**src/rtl/spgd_pkg.sv**
```systemverilog
// Shared definitions for the SPGD measurement path: state encoding, default
// ADC/window sizing and the derived accumulator width.
package spgd_pkg;

    typedef enum logic [1:0] {
        ST_IDLE    = 2'd0,
        ST_DISCARD = 2'd1,
        ST_ACCUM   = 2'd2,
        ST_DONE    = 2'd3
    } spgd_state_e;

    localparam int ADC_WIDTH_DEF = 14;
    localparam int N_LOG2_DEF    = 10;

    // Summing 2^n_log2 samples of adc_w bits grows the result by n_log2 bits.
    function automatic int acc_width(input int adc_w, input int n_log2);
        return adc_w + n_log2;
    endfunction

endpackage

```
**src/rtl/spgd_window_counter.sv**
```systemverilog
// Loadable down-counter with terminal-count flag; times both the discard
// phase and the accumulation window.
module spgd_window_counter #(
    parameter int WIDTH = 10
) (
    input  logic             ADC_CLK,
    input  logic             RST_N,
    input  logic             load,
    input  logic [WIDTH-1:0] load_val,
    input  logic             dec,
    output logic             tc
);

    logic [WIDTH-1:0] count;

    // NOTE: sequential state is assigned with <= so every flop samples pre-edge values.
    always_ff @(posedge ADC_CLK or negedge RST_N) begin
        if (!RST_N) begin
            count <= '0;
        end else if (load) begin
            count <= load_val;
        end else if (dec && (count != '0)) begin
            count <= count - 1'b1;
        end
    end

    assign tc = (count == '0);

endmodule

```
**src/rtl/spgd_adc_accum.sv**
```systemverilog
// SPGD metric stage: integrates a window of signed ADC samples into J_SUM,
// holds J+ / J- and produces the registered difference DELTA_J.
module spgd_adc_accum
    import spgd_pkg::*;
#(
    parameter int ADC_WIDTH = ADC_WIDTH_DEF,
    parameter int N_LOG2    = N_LOG2_DEF,
    parameter int DISCARD   = 2,
    parameter int ACC_WIDTH = acc_width(ADC_WIDTH, N_LOG2)
) (
    input  logic                        ADC_CLK,
    input  logic                        RST_N,
    input  logic                        ADC_EN,
    input  logic signed [ADC_WIDTH-1:0] ADC_DATA,
    input  logic                        REG_RST,
    input  logic                        J_P_WRT,
    input  logic                        J_M_WRT,
    output logic                        ADC_DONE,
    output logic signed [ACC_WIDTH-1:0] J_SUM,
    output logic signed [ACC_WIDTH-1:0] J_P,
    output logic signed [ACC_WIDTH-1:0] J_M,
    output logic signed [ACC_WIDTH:0]   DELTA_J,
    output logic                        ADC_CLIP
);

    // The counter must hold both DISCARD-1 and 2^N_LOG2-1.
    localparam int CNT_W = (N_LOG2 > $clog2(DISCARD + 1)) ? N_LOG2 : $clog2(DISCARD + 1);
    localparam logic [CNT_W-1:0] DISCARD_LOAD = CNT_W'(DISCARD - 1);
    localparam logic [CNT_W-1:0] WINDOW_LOAD  = CNT_W'((1 << N_LOG2) - 1);

    localparam logic signed [ADC_WIDTH-1:0] ADC_MAX = {1'b0, {(ADC_WIDTH-1){1'b1}}};
    localparam logic signed [ADC_WIDTH-1:0] ADC_MIN = {1'b1, {(ADC_WIDTH-1){1'b0}}};

    spgd_state_e state, state_nxt;

    logic             cnt_load;
    logic [CNT_W-1:0] cnt_val;
    logic             cnt_dec;
    logic             cnt_tc;
    logic             win_start;
    logic             acc_add;
    logic             win_end;

    logic signed [ACC_WIDTH-1:0] acc;
    logic signed [ACC_WIDTH-1:0] sample_ext;
    logic signed [ACC_WIDTH-1:0] acc_sum;

    assign sample_ext = {{(ACC_WIDTH-ADC_WIDTH){ADC_DATA[ADC_WIDTH-1]}}, ADC_DATA};
    assign acc_sum    = acc + sample_ext;

    spgd_window_counter #(
        .WIDTH (CNT_W)
    ) u_window_counter (
        .ADC_CLK  (ADC_CLK),
        .RST_N    (RST_N),
        .load     (cnt_load),
        .load_val (cnt_val),
        .dec      (cnt_dec),
        .tc       (cnt_tc)
    );

    always_ff @(posedge ADC_CLK or negedge RST_N) begin
        if (!RST_N) begin
            state <= ST_IDLE;
        end else begin
            state <= state_nxt;
        end
    end

    always_comb begin
        // NOTE: every output of this block gets a default first, so no path can infer a latch.
        state_nxt = state;
        cnt_load  = 1'b0;
        cnt_val   = '0;
        cnt_dec   = 1'b0;
        win_start = 1'b0;
        acc_add   = 1'b0;
        win_end   = 1'b0;
        case (state)
            ST_IDLE: begin
                if (ADC_EN) begin
                    state_nxt = ST_DISCARD;
                    cnt_load  = 1'b1;
                    cnt_val   = DISCARD_LOAD;
                    win_start = 1'b1;
                end
            end
            ST_DISCARD: begin
                if (!ADC_EN) begin
                    state_nxt = ST_IDLE;
                end else if (cnt_tc) begin
                    state_nxt = ST_ACCUM;
                    cnt_load  = 1'b1;
                    cnt_val   = WINDOW_LOAD;
                end else begin
                    cnt_dec = 1'b1;
                end
            end
            ST_ACCUM: begin
                if (!ADC_EN) begin
                    state_nxt = ST_IDLE;
                end else begin
                    acc_add = 1'b1;
                    if (cnt_tc) begin
                        state_nxt = ST_DONE;
                        win_end   = 1'b1;
                    end else begin
                        cnt_dec = 1'b1;
                    end
                end
            end
            ST_DONE: begin
                if (!ADC_EN) begin
                    state_nxt = ST_IDLE;
                end
            end
            default: state_nxt = ST_IDLE;
        endcase
    end

    // ADC_DONE is registered from the next state so it leaves the block glitch-free.
    always_ff @(posedge ADC_CLK or negedge RST_N) begin
        if (!RST_N) begin
            acc      <= '0;
            ADC_CLIP <= 1'b0;
            ADC_DONE <= 1'b0;
            J_SUM    <= '0;
            J_P      <= '0;
            J_M      <= '0;
            DELTA_J  <= '0;
        end else begin
            ADC_DONE <= (state_nxt == ST_DONE);

            if (win_start) begin
                acc      <= '0;
                ADC_CLIP <= 1'b0;
            end else if (acc_add) begin
                acc <= acc_sum;
                if ((ADC_DATA == ADC_MAX) || (ADC_DATA == ADC_MIN)) begin
                    ADC_CLIP <= 1'b1;
                end
            end

            // Strobes see the pre-edge J_SUM, so a load coincident with window end takes the old sum.
            if (REG_RST) begin
                J_SUM   <= '0;
                J_P     <= '0;
                J_M     <= '0;
                DELTA_J <= '0;
            end else begin
                if (win_end) begin
                    J_SUM <= acc_sum;
                end
                if (J_P_WRT) begin
                    J_P <= J_SUM;
                end
                if (J_M_WRT) begin
                    J_M <= J_SUM;
                end
                DELTA_J <= {J_P[ACC_WIDTH-1], J_P} - {J_M[ACC_WIDTH-1], J_M};
            end
        end
    end

endmodule

```
**config.mk**
```make
export PLATFORM = sky130hd
export DESIGN_NAME = spgd_adc_accum
export DESIGN_NICKNAME = d
export VERILOG_FILES = /design/src/rtl/spgd_pkg.sv /design/src/rtl/spgd_window_counter.sv /design/src/rtl/spgd_adc_accum.sv
export SDC_FILE = /design/constraint.sdc
export NUM_CORES = 1
export LEC_CHECK = 0
export CAP_MARGIN = 20
export CORE_MARGIN = 2
export CORE_UTILIZATION = 40
export CTS_CLUSTER_DIAMETER = 30
export CTS_CLUSTER_SIZE = 30
export DETAILED_ROUTE_END_ITERATION = 6
export PLACE_DENSITY = 0.66
export SETUP_SLACK_MARGIN = 0.3
export SLEW_MARGIN = 10
export SYNTH_ARGS = -nofsm -noshare
export SYNTH_HDL_FRONTEND = slang
export SYNTH_HIERARCHICAL = 1
export SYNTH_SLANG_ARGS = --single-unit
```
**constraint.sdc**
```tcl
create_clock -name ADC_CLK -period 6.2 [get_ports ADC_CLK]
set_input_delay 1.24 -clock ADC_CLK [delete_from_list [all_inputs] [get_ports ADC_CLK]]
set_output_delay 1.24 -clock ADC_CLK [all_outputs]
set_load 0.05 [all_outputs]
```
# ---- Word level (Yosys, flattened, before mapping)
# Index checks and enable logic that the tools add are counted.
dict set report totals {
  inputBits 20
  regBits 135
  output_inout_bits 99
}
dict set report op_classes {
  muxes 35
  eq_ne 6
  n_reduce_logical 13
  add_sub_neg 3
}
# op count
set ops {}
lappend ops {{$mux W24} 8}
lappend ops {{$mux W10} 4}
lappend ops {{$eq A14 B14 Y1 const B} 2}
lappend ops {{$mux W25} 1}
lappend ops {{$sub A24 B24 Y25} 1}
lappend ops {{$add A24 B14 Y24} 1}
lappend ops {{$pmux W10 S2} 1}
lappend ops {{$mux W1} 13}
lappend ops {{$mux W2} 6}
lappend ops {{$reduce_bool A2 Y1} 6}
lappend ops {{$logic_not A10 Y1} 1}
lappend ops {{$reduce_bool A10 Y1} 1}
lappend ops {{$sub A10 B1 Y10 const B} 1}
lappend ops {{$pmux W2 S4} 1}
lappend ops {{$eq A2 B2 Y1 const B} 3}
lappend ops {{$eq A2 B1 Y1 const B} 1}
lappend ops {{$logic_not A2 Y1} 1}
lappend ops {{$pmux W1 S2} 1}
lappend ops {{$reduce_and A2 Y1} 1}
lappend ops {{$reduce_or A2 Y1} 1}
lappend ops {{$logic_and A1 B1 Y1} 1}
lappend ops {{$logic_or A1 B1 Y1} 1}

# ---- Depth between registers and ports, before layout
# Gate-level depths: netlist (run 1).
dict set report logic_depth {
  ltp_word 7
  depth_mapped 11
  mapped_depth_nobuf 11
}

# ---- Modules after synthesis
# Netlist (run 1), hierarchy kept.
# mod area_each_um2 n_inst cells_each seq_area_each_um2
set modules_own_cells {}
lappend modules_own_cells {spgd_adc_accum 7234.4 1 726 3128.0}
lappend modules_own_cells {spgd_window_counter 626.9 1 69 250.2}

# ---- Worst setup path before layout (run 1)
# No wires, ideal clock.
dict set report synth_timing {
  kind {input-to-reg}
  from {input port ADC_DATA[0]}
  to {register J_SUM[18]}
  arrival_time_ns 3.479
  stages 9
  slack_ns 2.595
  setup_time_ns 0.126
  t_required_ns 6.074
  n_path_buf 0
  cell_sequence {ha_1 -> fa_1 -> a21o_1 -> a221oi_2 -> nor4_1 -> or3_4 -> a31oi_4 -> o21ai_1 -> a221o_1}
}
dict set report synth_via {
  elab_chain_len 3
}
# item line
set synth_rtl {}
lappend synth_rtl {{start: declaration} spgd_adc_accum.sv:14} ;# input logic signed [ADC_WIDTH-1:0] ADC_DATA,
lappend synth_rtl {{$add A24 B14 Y24} spgd_adc_accum.sv:49} ;# assign acc_sum = acc + sample_ext;
lappend synth_rtl {{$mux W24} spgd_adc_accum.sv:151} ;# if (win_end) begin
lappend synth_rtl {{$mux W24} spgd_adc_accum.sv:145} ;# if (REG_RST) begin
lappend synth_rtl {{end signal: assignment} spgd_adc_accum.sv:152} ;# J_SUM <= acc_sum;
lappend synth_rtl {{end: declaration} spgd_adc_accum.sv:19} ;# output logic signed [ACC_WIDTH-1:0] J_SUM,
# Every way passes these cells. The select of a mux whose other input is x is not followed.
# A chain may end at the register's enable or synchronous reset.

# ---- Worst setup path after layout (run 1)
dict set report layout_timing {
  from {input port ADC_DATA[0]}
  to {register J_SUM[20]}
}
# The elaborated chain is that of the path after synthesis.

==> summary.md, run 1 <==
| Metric | Value |
|---|---|
| Status | completed |
| Measured slew at the worst slew-check pin | 1.03 ns |
| Post-synth EDFFs | 0 |
| Hold WC Path Type | flip-flop to flip-flop |
| Fill cells | 1827 |
| DR iter-0 viols | 354 |
| Compound-gate portion of the synthesized area | 0.197 |
| Area of the multi-input gates | 4180 um2 |
| Largest net degree at the start of global routing | 96 |
| RSZ-0062 raised after global routing | false |
| Synth Area in XOR/XNOR | 0.0419 |
| Predominant post-synthesis flop cell | dfrtp_1 |
| CP required | 6.50 ns |
| Share of power burned in registers | 0.331 |
| Mapped Nets | 869 |
| Worst-path fanout max | 7 |
| Ant. Diodes | 0 |
| H-tree Lvls | 4 |
| Max-slew violation count | 0 |
| Buffers added on ports | 118 |
| Detail Placement HPWL | 14200 um |
| Number of top-level pins | 119 |
| Post-synthesis simple-gate area fraction | 0.135 |
| CTS tree | done |
| Detailed-route wire length | 19400 um |
| Main combinational cell family by area after synthesis | compound AO/OA/AOI/OAI gates |
| Inst Count DP | 1151 |
| Post-CTS setup buffers | 0 |
| Width of the die | 144 um |
| DR vias | 6256 |
| Layout cell share with drive strength beyond 1 | 0.0643 |
| Max Cap Violations | 0 |
| Min Hold Slack | 0.486 ns |
| Final nets | 979 |
| Antenna violations before repair | 0 |
| Worst skew pair latency | 0.42 ns |
| Final hold viol count | 0 |
| Number of synthesized register bits | 135 |
| CTS sink cnt | 135 |
| RePlAce Congestion | 0.853 |
| Min-delay src | acc[21] |
| Internal power | 2.07 mW |
| Number of global-route vias before repair | 6062 |
| GRT Util Overall | 0.195 |
| First-pass GRT wire length | 31900 um |
| Core Region | 19400 um2 |
| Vias per inst | 5.29 |
| Syn Inst Count | 795 |
| R2r startpoint | J_P[0] |
| Final min period | 3.94 ns |
| Worst setup startpoint | ADC_DATA[0] |
| Lkg Pwr | 4.62 nW |
| Netlist cell types | 71 |
| Max VDD drop | 0.218 mV |
| Pre-antenna DRT Iters | 5 |
| Fraction of registers with async set or reset after synthesis | 1.00 |
| Post-CTS Hold Fix Bufs | 0 |
| Clk pwr share | 0.287 |
| Register area share after synthesis | 0.430 |
| Clock Path Buffers | 2 |
| Die area | 20800 um2 |
| Root Buffer | clkbuf_16 |
| Critical path arrival | 4.24 ns |
| Final non-filler cell total | 1183 |
| Switching fraction of total power | 0.371 |
| Max Freq | 254 MHz |
| GRT overflow | 0 |
| Pwr/cell area | 333 nW/um2 |
| Rel. slew slack | 0.308 |
| Fin crit share | 0.635 |
| DR WL/cell | 16.4 um |
| Synthesis-to-finish area growth | 25.4% |
| Crit. End Element | flip-flop |
| Critical path startpoint category | input pin |
| DRC Markers | 0 |
| Worst-path clk slew | 0.06 ns |
| Post-CTS sizing | 0 |
| Setup TNS | 0 ns |
| Switching pwr | 1.22 mW |
| Syn avg cell area | 9.89 um2 |
| FP Rows | 51 |
| Mux share of post-synthesis cell area | 0.0696 |
| Initial Utilization | 0.405 |
| Clock Skews | 0.00734 ns |
| Final setup fails | 0 |
| Synth warn | 6 |
| Register cell area after layout | 3380 um2 |
| Crit path kind | input pin to flip-flop |
| ANT nets after route | 0 |
| Combinational share of power | 0.382 |
| Post-Synth Adder-Cell Area | 0.0879 |
| Syn Std Cell Area | 7860 um2 |
| DIE HEIGHT | 144 um |
| TritonCTS Buffers | 17 |
-- kinds of logic (layout without fill, tap and decap cells) --
logic type / Yosys count / after routing
flip-flops: 135 / 135
multiplexers: 54 / 54
AND/OR/NAND/NOR: 221 / 221
adder cells (fa/ha/maj): 54 / 54
AO/OA/AOI/OAI: 212 / 212
buffers and inverters: 83 / 206
XOR/XNOR: 36 / 36
-- power by group through the flow --
stage	combinational, mW	clock, mW	sequential [mW]
2_1_floorplan	0.945	0	1.10
3_3_place_gp	1.23	0	1.10
3_5_place_dp	1.25	0	1.10
4_1_cts	1.25	0.961	1.09
5_1_grt	1.40	1.01	1.10
6_report	1.25	0.943	1.09
-- final timing paths --
kind | cells after the start | slack (ns) | endpoint
max | 10 | 2.26 | J_SUM[20]
min | 2 | 0.49 | acc[21]
max reg2reg | 11 | 3.13 | DELTA_J[18]
min reg2reg | 2 | 0.49 | acc[21]
max in group asynchronous | 2 | 4.26 | DELTA_J[18]
min in group asynchronous | 1 | 0.88 | acc[2]
-- state kept, by name, indices dropped and copies added (netlist names) --
signal	flops
DELTA_J	25
J_M	24
J_P	24
J_SUM	24
acc	24
u_window_counter/count	10
state	2
ADC_CLIP	1
ADC_DONE	1
-- cells in the final DEF, fill, tap and decap left out, types with 4 or more instances in the layout --
cell type,instances
a211oi_1,11
a21o_1,26
a21oi_1,34
a221o_1,5
a22o_1,31
a31oi_1,5
and2_1,7
and3_1,8
buf_4,8
clkbuf_16,17
clkdlybuf4s50_1,116
clkinv_2,5
dfrtp_1,135
ha_1,52
inv_1,48
mux2_2,4
mux2i_1,49
nand2_1,41
nand2b_1,7
nand3_1,7
nand4_1,11
nor2_1,97
nor2b_1,8
nor3_1,12
nor4_1,4
o211ai_1,5
o21a_1,4
o21ai_0,29
o21ai_1,6
o21bai_1,8
o31a_1,4
o31ai_1,7
xnor2_1,21
xor2_1,14
-- cell usage after synthesis, drive strengths merged (11+ instances only) --
master	instances	area share
nor2	97	0.046
o21ai	35	0.022
nand4	11	0.0088
xnor2	21	0.023
a211oi	13	0.014
inv	48	0.023
clkbuf	29	0.014
nand2	41	0.020
dfrtp	135	0.43
nor3	12	0.0076
a22o	31	0.035
ha	52	0.083
mux2i	49	0.062
a21oi	34	0.022
xor2	14	0.016
a21o	26	0.025
-- critical path, cell delays in order --
cell	delay [ns]
clkdlybuf4s50_1	0.45
ha_1	0.26
fa_1	0.41
a21o_1	0.20
a221oi_2	0.36
nor4_1	0.12
or3_4	0.42
a31oi_4	0.31
o21ai_1	0.13
a221o_1	0.34
-- area by class of cell --
class | count | area share
Clock buffer | 20 | 0.0453
Sequential cell | 135 | 0.343
Inverter | 48 | 0.0183
Multi-Input combinational cell | 577 | 0.424
Tap cell | 265 | 0.0336
Timing Repair Buffer | 126 | 0.126
Clock inverter | 12 | 0.0105
-- metrics by stage --
step	cell area [um2]	power (mW)	utilization	worst slack (ns)
5_1_grt	9860	3.51	0.508	2.16
3_3_place_gp	9310	2.33	0.480	1.91
6_report	9860	3.28	0.508	2.26
3_5_place_dp	9310	2.35	0.480	1.88
2_1_floorplan	7860	2.05	-	2.60
4_1_cts	9860	3.29	0.508	2.31
-- per-layer routing --
layer | global-route usage | part of all wire | up-vias
li1 | - | - | 3093
met1 | 0.275 | 0.48 | 2979
met2 | 0.310 | 0.46 | 163
met3 | 0.0348 | 0.041 | 21
met4 | 0.0593 | 0.017 | 0
met5 | 0 | 0 | -
Note: power is estimated with default switching activity, not from simulation.
==> inputs of run 2 (changes only) <==
==> constraint.sdc (replaced) <==
create_clock -name ADC_CLK -period 3.9 [get_ports ADC_CLK]
set_input_delay 0.78 -clock ADC_CLK [delete_from_list [all_inputs] [get_ports ADC_CLK]]
set_output_delay 0.78 -clock ADC_CLK [all_outputs]
set_load 0.05 [all_outputs]
==> run 2 against run 1 <==
Net effect:
- clock-buffer cell count unchanged
- final cell count up 0.59%
- via count up 1.4%
- cell area up 0.85%
- worst setup slack worse by 1.7 ns
- sequential cell count unchanged
- critical endpoint unchanged
==> summary.md, run 2 (same netlist as run 1, synthesis figures left out) <==
| Metric | Value |
|---|---|
| Status | completed |
| Most common cell after layout, fill and taps aside | dfrtp_1 |
| Crit. End Element | flip-flop |
| Commonest non-fill, non-tap cells in the layout | dfrtp_1 (135), clkdlybuf4s50_1 (116), nor2_1 (97) |
| Pre-CTS setup slack | 0.113 ns |
| Max incr delay on CP | 0.45 ns |
| Buf+Inv Stages, Crit Path | 1 |
| Max-slew violation count | 0 |
| Pre-antenna DRT Iters | 7 |
| Hold WC Path Type | input pin to async pin |
| GRT overflow | 0 |
| Final min period | 3.38 ns |
| H-tree Lvls | 4 |
| TritonCTS Buffers | 17 |
| Core Region | 19400 um2 |
| Max VDD drop | 0.328 mV |
| GRT Util Overall | 0.198 |
| Worst skew pair latency | 0.42 ns |
| RSZ-0062 raised after global routing | false |
| ANT nets after route | 0 |
| Antenna violations before repair | 0 |
| Largest register FFs | 25 |
| Post-CTS sizing | 0 |
| CTS sink cnt | 135 |
| Layout cell share with drive strength beyond 1 | 0.0735 |
| FP Rows | 51 |
| Critical path startpoint category | input pin |
| Post-CTS Hold Fix Bufs | 0 |
| Die area | 20800 um2 |
| Detailed-route wire length | 19800 um |
| Ant. Diodes | 0 |
| Crit path kind | input pin to flip-flop |
| Worst-path fanout max | 7 |
| Rel. slew slack | 0.424 |
| Worst-path clk slew | 0.06 ns |
| Post-CTS setup buffers | 0 |
| Largest Register | DELTA_J |
| CTS tree | done |
| Number of top-level pins | 119 |
| Fin crit share | 0.866 |
| RePlAce Congestion | 0.919 |
| Final nets | 986 |
| Max Cap Violations | 0 |
| Number of global-route vias before repair | 6106 |
| Final hold viol count | 0 |
| Max Freq | 296 MHz |
| Clock Path Buffers | 2 |
| DR vias | 6344 |
| Largest net degree at the start of global routing | 92 |
| Critical path arrival | 3.67 ns |
| First-pass GRT wire length | 32400 um |
| Buffers added on ports | 118 |
| Critical Path Slowest Stage Cell | clkdlybuf4s50_1 |
| Vias per inst | 5.33 |
| DIE HEIGHT | 144 um |
| Synthesis-to-finish area growth | 26.4% |
| DR WL/cell | 16.7 um |
| DR iter-0 viols | 330 |
| Final setup fails | 0 |
| Measured slew at the worst slew-check pin | 0.864 ns |
| Width of the die | 144 um |
| Initial Utilization | 0.405 |
| Lkg Pwr | 4.67 nW |
| Crit path max-delay family | compound AO/OA/AOI/OAI gates |
| Root Buffer | clkbuf_16 |
| Final worst slack | 0.523 ns |
| CP required | 4.20 ns |
| Clock Skews | 0.00771 ns |
| Pwr/cell area | 536 nW/um2 |
| DRC Markers | 0 |
| Detail Placement HPWL | 14300 um |
| Setup TNS | 0 ns |
| Critical path cell sequence | clkdlybuf4s50_1 -> ha_1 -> fa_1 -> a21o_1 -> a221oi_2 -> nor4_1 -> or3_4 -> a31oi_4 -> o21ai_1 -> a221o_1 |
## run 2: final timing paths
kind	slack [ns]	start	endpoint	cells after the start
setup / recovery	0.52	ADC_DATA[0]	J_SUM[20]	10
hold / removal	0.45	RST_N	acc[2]	1
setup reg to reg	0.83	J_P[0]	DELTA_J[18]	11
hold reg to reg	0.49	acc[11]	acc[11]	2
max in group asynchronous	2.69	RST_N	J_P[17]	2
min in group ADC_CLK	0.49	acc[11]	acc[11]	2
## run 2: cell type report
cell class | instances | area [um2]
Fill cell | 1760 | 9460
Multi-Input combinational cell | 577 | 4180
Sequential cell | 135 | 3380
Timing Repair Buffer | 133 | 1300
Clock buffer | 20 | 467
Tap cell | 265 | 332
Inverter | 48 | 180
Clock inverter | 12 | 103
## run 2: power by group
part / switching [mW] / internal [mW]
clock network: 0.617 / 0.922
logic: 1.22 / 0.837
registers: 0.143 / 1.59
## run 2: metrics by stage
stage          instances  hold slack [ns]  utilization  cell area (um2)  power [mW]
2_1_floorplan        795            0.453            -             7860        3.25
3_3_place_gp        1158            0.469        0.483             9370        3.76
3_5_place_dp        1158            0.481        0.483             9370        3.79
4_1_cts             1190            0.488        0.512             9940        5.35
5_1_grt             1190            0.513        0.512             9940        5.67
6_report            1190            0.452        0.512             9940        5.33
## run 2: routing by layer
layer | part of all wire | track usage | vias up
met1 | 0.47 | 0.276 | 3049
met4 | 0.025 | 0.0726 | 0
met3 | 0.034 | 0.0281 | 33
li1 | - | - | 3115
met2 | 0.47 | 0.317 | 147
met5 | 0 | 0 | -
## run 2: worst reg2reg max path, stage by stage, from the launching register on
cell	delay, ns
dfrtp_1	0.40
inv_1	0.06
ha_1	0.19
inv_1	0.06
fa_1	0.42
a211oi_1	0.30
o21bai_1	0.12
a21o_1	0.27
a211oi_2	0.26
o22ai_1	0.15
a311o_1	0.37
mux2_1	0.35
